`src/rtl/ldl_sfifo_rd_stream_if.sv`:
```
// Read-port and output-stream bundle for ldl_sfifo_rd_stream.
// master = the reader block, slave = the FIFO plus downstream consumer side.
interface ldl_sfifo_rd_stream_if #(
   parameter int unsigned DW = 8
);
   logic          fifo_empty;
   logic [DW-1:0] fifo_dout;
   logic          fifo_re;
   logic          m_valid;
   logic          m_ready;
   logic [DW-1:0] m_data;
   logic [1:0]    level;

   modport master (
      input  fifo_empty, fifo_dout, m_ready,
      output fifo_re, m_valid, m_data, level
   );

   modport slave (
      output fifo_empty, fifo_dout, m_ready,
      input  fifo_re, m_valid, m_data, level
   );
endinterface

```
`src/rtl/ldl_sfifo_rd_stream.sv`:
```
// Read-side consumer for LDL_sfifo_v1: pops the FIFO into a 2-entry register buffer
// and presents the buffered words as a valid/ready stream.
module ldl_sfifo_rd_stream #(
   parameter int unsigned DW    = 8,
   parameter int unsigned AHEAD = 1
) (
   input logic                   clk,
   input logic                   rst,
   ldl_sfifo_rd_stream_if.master bus
);

   logic [DW-1:0] head_q, head_d;
   logic [DW-1:0] tail_q, tail_d;
   logic [1:0]    level_q, level_d;
   logic [1:0]    slot;
   logic [2:0]    occ;
   logic          inflight;
   logic          pop;
   logic          wr;

   assign pop = (level_q != 2'd0) & bus.m_ready;

   // Count the word in flight as occupied so a late AHEAD=0 capture always has room.
   assign occ         = {1'b0, level_q} + {2'b00, inflight} - {2'b00, pop};
   assign bus.fifo_re = rst & ~bus.fifo_empty & (occ < 3'd2);

   generate
      if (AHEAD != 0) begin : g_ahead
         assign inflight = 1'b0;
         assign wr       = bus.fifo_re;
      end else begin : g_registered
         logic inflight_q;

         always_ff @(posedge clk) begin
            if (!rst) begin
               inflight_q <= 1'b0;
            end else begin
               inflight_q <= bus.fifo_re;
            end
         end

         assign inflight = inflight_q;
         assign wr       = inflight_q;
      end
   endgenerate

   // Write slot is computed after the pop shift so order survives a simultaneous pop.
   assign slot = level_q - {1'b0, pop};

   always_comb begin
      head_d  = head_q;
      tail_d  = tail_q;
      level_d = level_q + {1'b0, wr} - {1'b0, pop};
      if (pop) begin
         head_d = tail_q;
      end
      if (wr) begin
         if (slot == 2'd0) begin
            head_d = bus.fifo_dout;
         end else begin
            tail_d = bus.fifo_dout;
         end
      end
   end

   always_ff @(posedge clk) begin
      if (!rst) begin
         head_q  <= '0;
         tail_q  <= '0;
         level_q <= 2'd0;
      end else begin
         head_q  <= head_d;
         tail_q  <= tail_d;
         level_q <= level_d;
      end
   end

   assign bus.m_valid = (level_q != 2'd0);
   assign bus.m_data  = head_q;
   assign bus.level   = level_q;

endmodule

```
`src/flat_wrapper.sv`:
```
// flat-port wrapper written by rule: the top's interface ports become plain ports
module ldl_sfifo_rd_stream_flat 
#(
   parameter int unsigned DW    = 8,
   parameter int unsigned AHEAD = 1
)
  (clk, rst, bus_fifo_empty, bus_fifo_dout, bus_m_ready, bus_fifo_re, bus_m_valid, bus_m_data, bus_level);
  ldl_sfifo_rd_stream_if #(.DW(DW)) bus_i ();
  input logic clk;
  input logic rst;
  input wire logic [$bits(bus_i.fifo_empty)-1:0] bus_fifo_empty;
  input wire logic [$bits(bus_i.fifo_dout)-1:0] bus_fifo_dout;
  input wire logic [$bits(bus_i.m_ready)-1:0] bus_m_ready;
  output wire logic [$bits(bus_i.fifo_re)-1:0] bus_fifo_re;
  output wire logic [$bits(bus_i.m_valid)-1:0] bus_m_valid;
  output wire logic [$bits(bus_i.m_data)-1:0] bus_m_data;
  output wire logic [$bits(bus_i.level)-1:0] bus_level;
  assign bus_i.fifo_empty = bus_fifo_empty;
  assign bus_i.fifo_dout = bus_fifo_dout;
  assign bus_i.m_ready = bus_m_ready;
  assign bus_fifo_re = bus_i.fifo_re;
  assign bus_m_valid = bus_i.m_valid;
  assign bus_m_data = bus_i.m_data;
  assign bus_level = bus_i.level;
  ldl_sfifo_rd_stream #(.DW(DW), .AHEAD(AHEAD)) u_core (.clk(clk), .rst(rst), .bus(bus_i));
endmodule
```
`config.mk`:
```
export PLATFORM = sky130hd
export DESIGN_NAME = ldl_sfifo_rd_stream_flat
export DESIGN_NICKNAME = d
export VERILOG_FILES = /design/src/rtl/ldl_sfifo_rd_stream_if.sv /design/src/rtl/ldl_sfifo_rd_stream.sv /design/src/flat_wrapper.sv
export SDC_FILE = /design/constraint.sdc
export NUM_CORES = 1
export LEC_CHECK = 0
export CORE_UTILIZATION = 47
export DETAILED_ROUTE_END_ITERATION = 8
export PLACE_DENSITY_LB_ADDON = 0.2
export SETUP_SLACK_MARGIN = 0.4
export SLEW_MARGIN = 20
export SYNTH_ARGS = -nofsm -noshare
export SYNTH_HDL_FRONTEND = slang
export SYNTH_SLANG_ARGS = --single-unit
```
`constraint.sdc`:
```
create_clock -name clk -period 2.9 [get_ports clk]
set_input_delay 0.58 -clock clk [delete_from_list [all_inputs] [get_ports clk]]
set_output_delay 0.58 -clock clk [all_outputs]
set_load 0.01 [all_outputs]
```
==> results of run 1 <==
[per-stage QoR]
step / instances / utilization / instance area (um2) / hold WS (ps)
2_1_floorplan: 102 / - / 992 / 443
3_3_place_gp: 150 / 0.640 / 1240 / 450
3_5_place_dp: 150 / 0.640 / 1240 / 458
4_1_cts: 154 / 0.660 / 1280 / 472
5_1_grt: 154 / 0.659 / 1280 / 493
6_report: 154 / 0.659 / 1280 / 468
[logic make-up after synthesis]
logic type / synth area share
AND/OR/NAND/NOR: 0.184
AO/OA/AOI/OAI: 0.267
flip-flops: 0.371
buffers and inverters: 0.0876
XOR/XNOR: 0.0516
adder cells (fa/ha/maj): 0.0387
[power by group]
group | switching (mW) | internal [mW] | leakage, nW
logic | 0.334 | 0.257 | 0.341
clock network | 0.0737 | 0.0483 | 0.0138
registers | 0.0377 | 0.306 | 0.147
[layout make-up]
cell class,instances,area [um2],area share
Inverter,5,18.8,0.0147
Timing Repair Buffer,31,285,0.223
Tap cell,27,33.8,0.0264
Clock buffer,3,22.5,0.0176
Multi-Input combinational cell,70,559,0.437
Sequential cell,18,360,0.282
[sequential cells by signal (all words and copies together) (netlist names)]
| signal | count |
|---|---|
| u_core.bus.level | 2 |
| u_core.bus.m_data | 8 |
| u_core.tail_q | 8 |
[placed cells by master, fill, tap and decap left out, types with 2 or more instances in the layout]
master / netlist / layout
ha_1: 3 / 2
inv_1: 3 / 2
xnor2_1: 2 / 2
buf_4: 2 / 8
clkdlybuf4s50_1: 0 / 22
o311ai_1: 8 / 8
a31oi_1: 8 / 8
o41ai_2: 8 / 8
dfxtp_1: 18 / 18
clkbuf_4: 0 / 3
nand4_1: 8 / 8
inv_2: 2 / 3
and2_1: 2 / 2
nand2_1: 25 / 24
[layer usage]
metal | wire, um | vias up | track usage
li1 | - | 432 | -
met1 | 942 | 410 | 0.270
met2 | 1110 | 35 | 0.340
met3 | 135 | 2 | 0.0340
met4 | 9 | 0 | 0.0686
met5 | 0 | - | 0
[path summary, 6_finish.rpt]
| check | start | to | slack [ps] | cells after the start |
|---|---|---|---|---|
| hold reg to reg | u_core.bus.m_data[1]$_SDFF_PN0_ | u_core.bus.m_data[1]$_SDFF_PN0_ | 470 | 2 |
| hold / removal | u_core.bus.m_data[1]$_SDFF_PN0_ | u_core.bus.m_data[1]$_SDFF_PN0_ | 470 | 2 |
| setup / recovery | bus_m_ready | bus_fifo_re | 580 | 8 |
| setup reg to reg | u_core.bus.level[0]$_SDFF_PN0_ | u_core.bus.level[1]$_SDFF_PN0_ | 910 | 11 |
[Yosys cell counts]
library cell,instances
nand2_1,25
dfxtp_1,18
a31oi_1,8
nand4_1,8
o311ai_1,8
o41ai_2,8
buf_2,5
ha_1,3
inv_1,3
and2_1,2
buf_4,2
inv_2,2
xnor2_1,2
buf_6,1
buf_8,1
nand3_2,1
nor2b_1,1
o21ai_2,1
or2_1,1
xnor2_2,1
xor2_2,1
[worst max-delay path, cell delays in order]
cell	delay, ps
clkdlybuf4s50_1	500
o21ai_4	70
inv_2	70
ha_4	150
xnor2_4	110
nand2_2	80
inv_2	50
clkbuf_2	110
[timing repair]
item / 4_1_cts / 5_1_grt
gates resized for setup: 2 / 3
endpoints found under the setup margin: 1 / 1
buffers inserted: 1 / 0
==> run summary, run 1 <==
outcome - finished clean
WS Path Type - in -> out
Top Ports - 24
Worst-Margin Slew - 907 ps
layout cell share with drive strength beyond 1 - 0.228
Starting Density - 0.500
Critical Path End Type - primary output
CTS max path bufs - 2
Syn Inst Count - 102
warnings from Yosys - 0
Req. time, crit path - 2320 ps
GRT Util Overall - 0.205
power per cell area - 826 nW/um2
die area - 2250 um2
CTS Hold Bufs - 0
RSZ-0062 raised after global routing - no
via count - 879
dominant cell type by area after synthesis - dfxtp_1
Crit Path Max Fanout - 2
Num Clock Sinks - 18
CTS root buffer - clkbuf_4
Vias/cell - 5.71
Max-slew headroom - 0.395
ANT cells - 0
Worst Skew - 3.25 ps
DR pass1 iterations - 4
post-layout power - 1.06 mW
Worst-Skew Late Latency - 290 ps
Syn-to-layout area delta - 31.8%
antenna-violating nets left - 0
f_max - 430 MHz
largest net degree at the start of global routing - 19
dpl hpwl - 1480 um
Max-Cap Viols - 0
Residual DRC - 0
Startpoint Class - input port
clock buffer count from CTS - 3
Tcrit/Tclk final - 0.802
Fillers - 173
Hold Crit Class - reg -> reg
Unique masters post-synth - 21
Peak supply drop - 0.656 mV
port buffer count - 23
total gr overflow - 0
number of global-route vias before repair - 699
final net count - 144
number of synthesized register bits - 18
worst setup margin - 575 ps
CTS clock-pin slew for the worst setup and hold paths - 100 ps
drt initial violations - 26
worst slack, placed - 50.8 ps
fin crit period - 2320 ps
H-tree levels - 1
setup_tns - 0 ps
post-synth top area share - 0.371
ranking of synthesized cells by area - dfxtp_1 (37%), o41ai_2 (13%), nand2_1 (9.7%)
Static Leakage - 0.502 nW
initial antenna violation count - 0
row count - 16
WL per Instance - 14.3 um
first-pass GRT wire length - 3140 um
Syn Area/Cell - 9.52 um2
Die Ht - 47.5 um
GP Congestion - 0.801
mapped cell area - 971 um2
CP arrival - 1740 ps
die width - 47.5 um
Final Hold Viols - 0
syn nets - 117
Core Region - 1940 um2
# setup viols final - 0
CTS tree - built
WL final - 2200 um
Seq/Total Area, Yosys - 0.371
Max Slew Vio Count - 0
(Power assumes the default switching activity.)
==> run 2: changes to the inputs <==
- CORE_UTILIZATION: 47 -> 43
- clock period: 2.9 -> 1.9 ns (I/O delays scaled with it)
==> run 2 against run 1 <==
  * The run now ends with negative setup slack left
  * Register-to-register slack got worse by 950 ps
  * Count of clock-buffer cells in the layout rose by 1
  * Sequential cell count did not move
  * Critical path depth rose by 3
  * Total power rose by 83%
  * Die area rose by 8.9%
  * Largest cell class unchanged
  * Largest power group unchanged
==> run summary, run 2 (same netlist as run 1, synthesis figures left out) <==
Core Region - 2040 um2
port buffer count - 23
CTS root buffer - clkbuf_4
CTS Hold Bufs - 0
fin crit period - 1940 ps
Tcrit/Tclk final - 1.02
Crit Path Max Fanout - 2
Starting Density - 0.475
Peak supply drop - 1.33 mV
power per cell area - 1320 nW/um2
largest net degree at the start of global routing - 19
worst setup margin - -38.7 ps
Critical Path End Type - register
row count - 16
Worst-Skew Late Latency - 290 ps
commonest non-fill, non-tap cells in the layout - nand2_1 (24), dfxtp_1 (16), buf_4 (11), clkdlybuf4s50_1 (10), dlygate4sd2_1 (9)
Num Clock Sinks - 18
Startpoint Class - register
Top Ports - 24
DR pass1 iterations - 4
initial antenna violation count - 0
# setup viols final - 1
violated checks - negative setup slack
CTS clock-pin slew for the worst setup and hold paths - 100 ps
die area - 2450 um2
Req. time, crit path - 2100 ps
Residual DRC - 0
Max Slew Vio Count - 0
Max-slew headroom - 0.808
outcome - finished with violations
final instance area - 1470 um2
f_max - 516 MHz
Worst-Margin Slew - 288 ps
worst slack, placed - -477 ps
H-tree levels - 1
layout cell share with drive strength beyond 1 - 0.373
GRT Util Overall - 0.219
final net count - 150
Syn-to-layout area delta - 51.7%
drt initial violations - 9
Max-Cap Viols - 0
GP Congestion - 0.781
WL per Instance - 15.3 um
Die Ht - 49.5 um
Vias/cell - 5.55
antenna-violating nets left - 0
Post-DP Area - 1320 um2
Hold Crit Class - reg -> reg
clock buffer count from CTS - 3
die width - 49.5 um
first-pass GRT wire length - 4110 um
CP arrival - 2140 ps
commonest non-fill, non-tap cell in the layout - nand2_1
number of global-route vias before repair - 856
CTS tree - built
Final Hold Viols - 0
via count - 894
CTS max path bufs - 2
dpl hpwl - 1620 um
Worst Skew - 0.858 ps
ANT cells - 0
RSZ-0062 raised after global routing - yes
total gr overflow - 0
Static Leakage - 0.586 nW
WS Path Type - reg -> reg
WL final - 2470 um
==> run 2: changes by cell type in the layout (fill, tap and decap cells not counted), sizes merged <==
cell and delta:
dlygate4sd2 +9, clkdlybuf4s15 +2, buf +8, clkdlybuf4s50 -12
==> run 2: power by group <==
part / internal [mW] / switching, mW / total, mW
registers: 0.471 / 0.0587 / 0.530
clock network: 0.117 / 0.121 / 0.238
logic: 0.526 / 0.645 / 1.17
total: 1.11 / 0.825 / 1.94
==> run 2: stage by stage <==
step	instances	power [mW]	utilization	setup TNS [ps]	hold WS, ps
3_3_place_gp	153	1.51	0.646	-6910	450
5_1_grt	161	2.06	0.721	-125	490
6_report	161	1.94	0.721	-38.7	471
3_5_place_dp	153	1.55	0.646	-7980	459
4_1_cts	161	1.94	0.721	-51.9	474
2_1_floorplan	102	1.24	-	-560	443
==> run 2: cell type report <==
cell class                      instances  area (um2)
Tap cell                               27        33.8
Clock buffer                            4        36.3
Fill cell                             157         569
Inverter                                5        26.3
Timing Repair Buffer                   37         345
Sequential cell                        18         363
Multi-Input combinational cell         70         668
==> run 2: timing repair <==
item	in CTS	in global routing
endpoints found under the setup margin	30	22
setup buffers	4	0
resized for setup	35	1
pin swaps	4	0
==> run 2: worst max-delay path: stages (launching register included) <==
cell	delay [ps]
dfxtp_2	350
o21ai_4	180
inv_4	50
ha_4	170
xnor2_4	140
nand2_2	100
ha_4	280
inv_2	40
ha_4	150
xnor2_2	130
xnor2_1	120
and2_1	130
==> run 2: path summary, 6_finish.rpt <==
path         cells past startpoint                         endpoint                             from  slack [ps]
max                             11   u_core.bus.level[1]$_SDFF_PN0_   u_core.bus.level[1]$_SDFF_PN0_         -40
max reg2reg                     11   u_core.bus.level[1]$_SDFF_PN0_   u_core.bus.level[1]$_SDFF_PN0_         -40
min                              2  u_core.bus.m_data[3]$_SDFF_PN0_  u_core.bus.m_data[3]$_SDFF_PN0_         470
min reg2reg                      2  u_core.bus.m_data[3]$_SDFF_PN0_  u_core.bus.m_data[3]$_SDFF_PN0_         470
==> run 2: routing by layer <==
layer	global-route usage	routed length [um]
met5	0	0
met4	0.0429	9
met2	0.383	1230
met1	0.284	1090
met3	0.0340	140
==> run 3: changes to the inputs <==
- CORE_MARGIN: not set -> 2
- CORE_UTILIZATION: 43 -> 47
- clock period: 1.9 -> 1.85 ns (I/O delays scaled with it)
==> run 3 against run 2 <==
  * The flow still finishes with violations (negative setup slack)
  * Sequential cell count unchanged
  * Register-to-register slack worse by 20 ps
  * Wire length up 15%
  * Hold slack better by 1.1 ps
  * Critical path type unchanged
==> run summary, run 3 (same netlist as run 1, synthesis figures left out) <==
Worst-Margin Slew - 362 ps
Vias/cell - 5.94
final instance area - 1580 um2
hold slack - 472 ps
row count - 16
Worst-Skew Late Latency - 290 ps
RR Startpoint - u_core.bus.level[0]$_SDFF_PN0_
antenna-violating nets left - 0
Hold Crit Depth - 2
via count - 980
DR pass1 iterations - 4
Post-DP Area - 1340 um2
f_max - 525 MHz
post-layout power - 2.20 mW
R2R Setup Slk - -60 ps
Core Util, Final - 0.805
Crit Path Max Fanout - 3
WL final - 2850 um
clock buffer count from CTS - 3
met3 usage - 0.0394
worst setup margin - -55.6 ps
fin crit period - 1910 ps
dpl hpwl - 1610 um
final net count - 155
Critical Path End Type - register
Tcrit/Tclk final - 1.03
first-pass GRT wire length - 4890 um
Peak supply drop - 1.03 mV
Max-Cap Viols - 0
hold endpoint - u_core.bus.m_data[3]$_SDFF_PN0_
H-tree levels - 1
initial antenna violation count - 0
CTS tree - built
power per cell area - 1390 nW/um2
port buffer count - 23
CTS root buffer - clkbuf_4
Top Ports - 24
CTS max path bufs - 2
setup_tns - -55.6 ps
Fillers - 124
violated checks - negative setup slack
Core Region - 1960 um2
total gr overflow - 0
ANT cells - 0
reg2reg path depth - 11
worst slack, placed - -493 ps
Final Hold Viols - 0
Num Clock Sinks - 18
area occupied by multi-input gates - 737 um2
HP Start - u_core.bus.m_data[3]$_SDFF_PN0_
CP arrival - 2110 ps
# setup viols final - 1
Starting Density - 0.495
register area - 365 um2
GRT Util Overall - 0.262
largest net degree at the start of global routing - 19
Req. time, crit path - 2050 ps
CTS clock-pin slew for the worst setup and hold paths - 110 ps
Hold Crit Class - reg -> reg
grt peak-use layer - met2
outcome - finished with violations
die width - 49.5 um
GP Congestion - 0.780
Syn-to-layout area delta - 62.8%
post-route non-filler standard cell count - 165
CTS Hold Bufs - 0
drt initial violations - 33
commonest non-fill, non-tap cell in the layout - nand2_1
GR Util met1 - 0.360
Worst Skew - 5.02 ps
Max-slew headroom - 0.759
Residual DRC - 0
R2R Path End - u_core.bus.level[1]$_SDFF_PN0_
Startpoint Class - register
Static Leakage - 0.624 nW
DP Cell Count - 154
die area - 2450 um2
global-route met2 utilization - 0.423
WS Path Type - reg -> reg
commonest non-fill, non-tap cells in the layout - nand2_1 (24), dfxtp_1 (16), buf_4 (14), clkdlybuf4s50_1 (10), dlygate4sd2_1 (10)
RSZ-0062 raised after global routing - yes
Max Slew Vio Count - 0
number of global-route vias before repair - 995
layout cell share with drive strength beyond 1 - 0.413
WL per Instance - 17.3 um
Die Ht - 49.5 um
[run 3: cell count changes in the layout (fill, tap and decap cells not counted), sizes merged]
cell	before	now
buf	16	20
clkdlybuf4s15	2	0
dlygate4sd2	9	10
clkbuf	4	5
[run 3: where the power goes]
part	leakage (nW)	switching (mW)	internal, mW	total [mW]
combinational	0.462	0.773	0.668	1.44
sequential	0.148	0.0689	0.486	0.555
clock	0.0138	0.126	0.0757	0.202
total	0.624	0.968	1.23	2.20
[run 3: worst max path at each step]
| stage | from | end | slack [ps] |
|---|---|---|---|
| after floorplan | u_core.bus.level[1]$_SDFF_PN0_ | u_core.bus.level[1]$_SDFF_PN0_ | -430 |
| after global placement | bus_m_ready | bus_fifo_re | -460 |
| after detailed placement | bus_m_ready | bus_fifo_re | -490 |
| after CTS | u_core.bus.level[0]$_SDFF_PN0_ | u_core.bus.level[1]$_SDFF_PN0_ | -70 |
| after global routing | u_core.bus.level[0]$_SDFF_PN0_ | u_core.bus.level[1]$_SDFF_PN0_ | -130 |
| final | u_core.bus.level[0]$_SDFF_PN0_ | u_core.bus.level[1]$_SDFF_PN0_ | -60 |
[run 3: critical path: stages, from the launching register on]
cell     delay (ps)
dfxtp_2         360
o21ai_4         170
inv_4            50
ha_4            170
xnor2_4         140
nand2_2         100
ha_4            270
inv_2            30
ha_4            150
xnor2_2         130
xnor2_1         110
and2_1          120
[run 3: layer usage]
layer  routed length, um  share of wire  vias to the layer above
li1                    -              -                      455
met1                1240           0.43                      470
met3                 171          0.060                        4
met5                   0              0                        -
met2                1410           0.49                       51
met4                  29          0.010                        0
[run 3: layout make-up]
| class | count | share of cell area |
|---|---|---|
| well taps | 27 | 0.0214 |
| inverters | 5 | 0.0166 |
| flip-flops and latches | 18 | 0.231 |
| multi-input cells | 70 | 0.466 |
| repair buffers | 42 | 0.250 |
| clock buffers | 3 | 0.0143 |
[run 3: timing repair]
action,4_1_cts,5_1_grt
buffers inserted,7,0
endpoints found under the setup margin,30,22
pin swaps,9,0
gates resized for setup,40,4
gates cloned,1,0
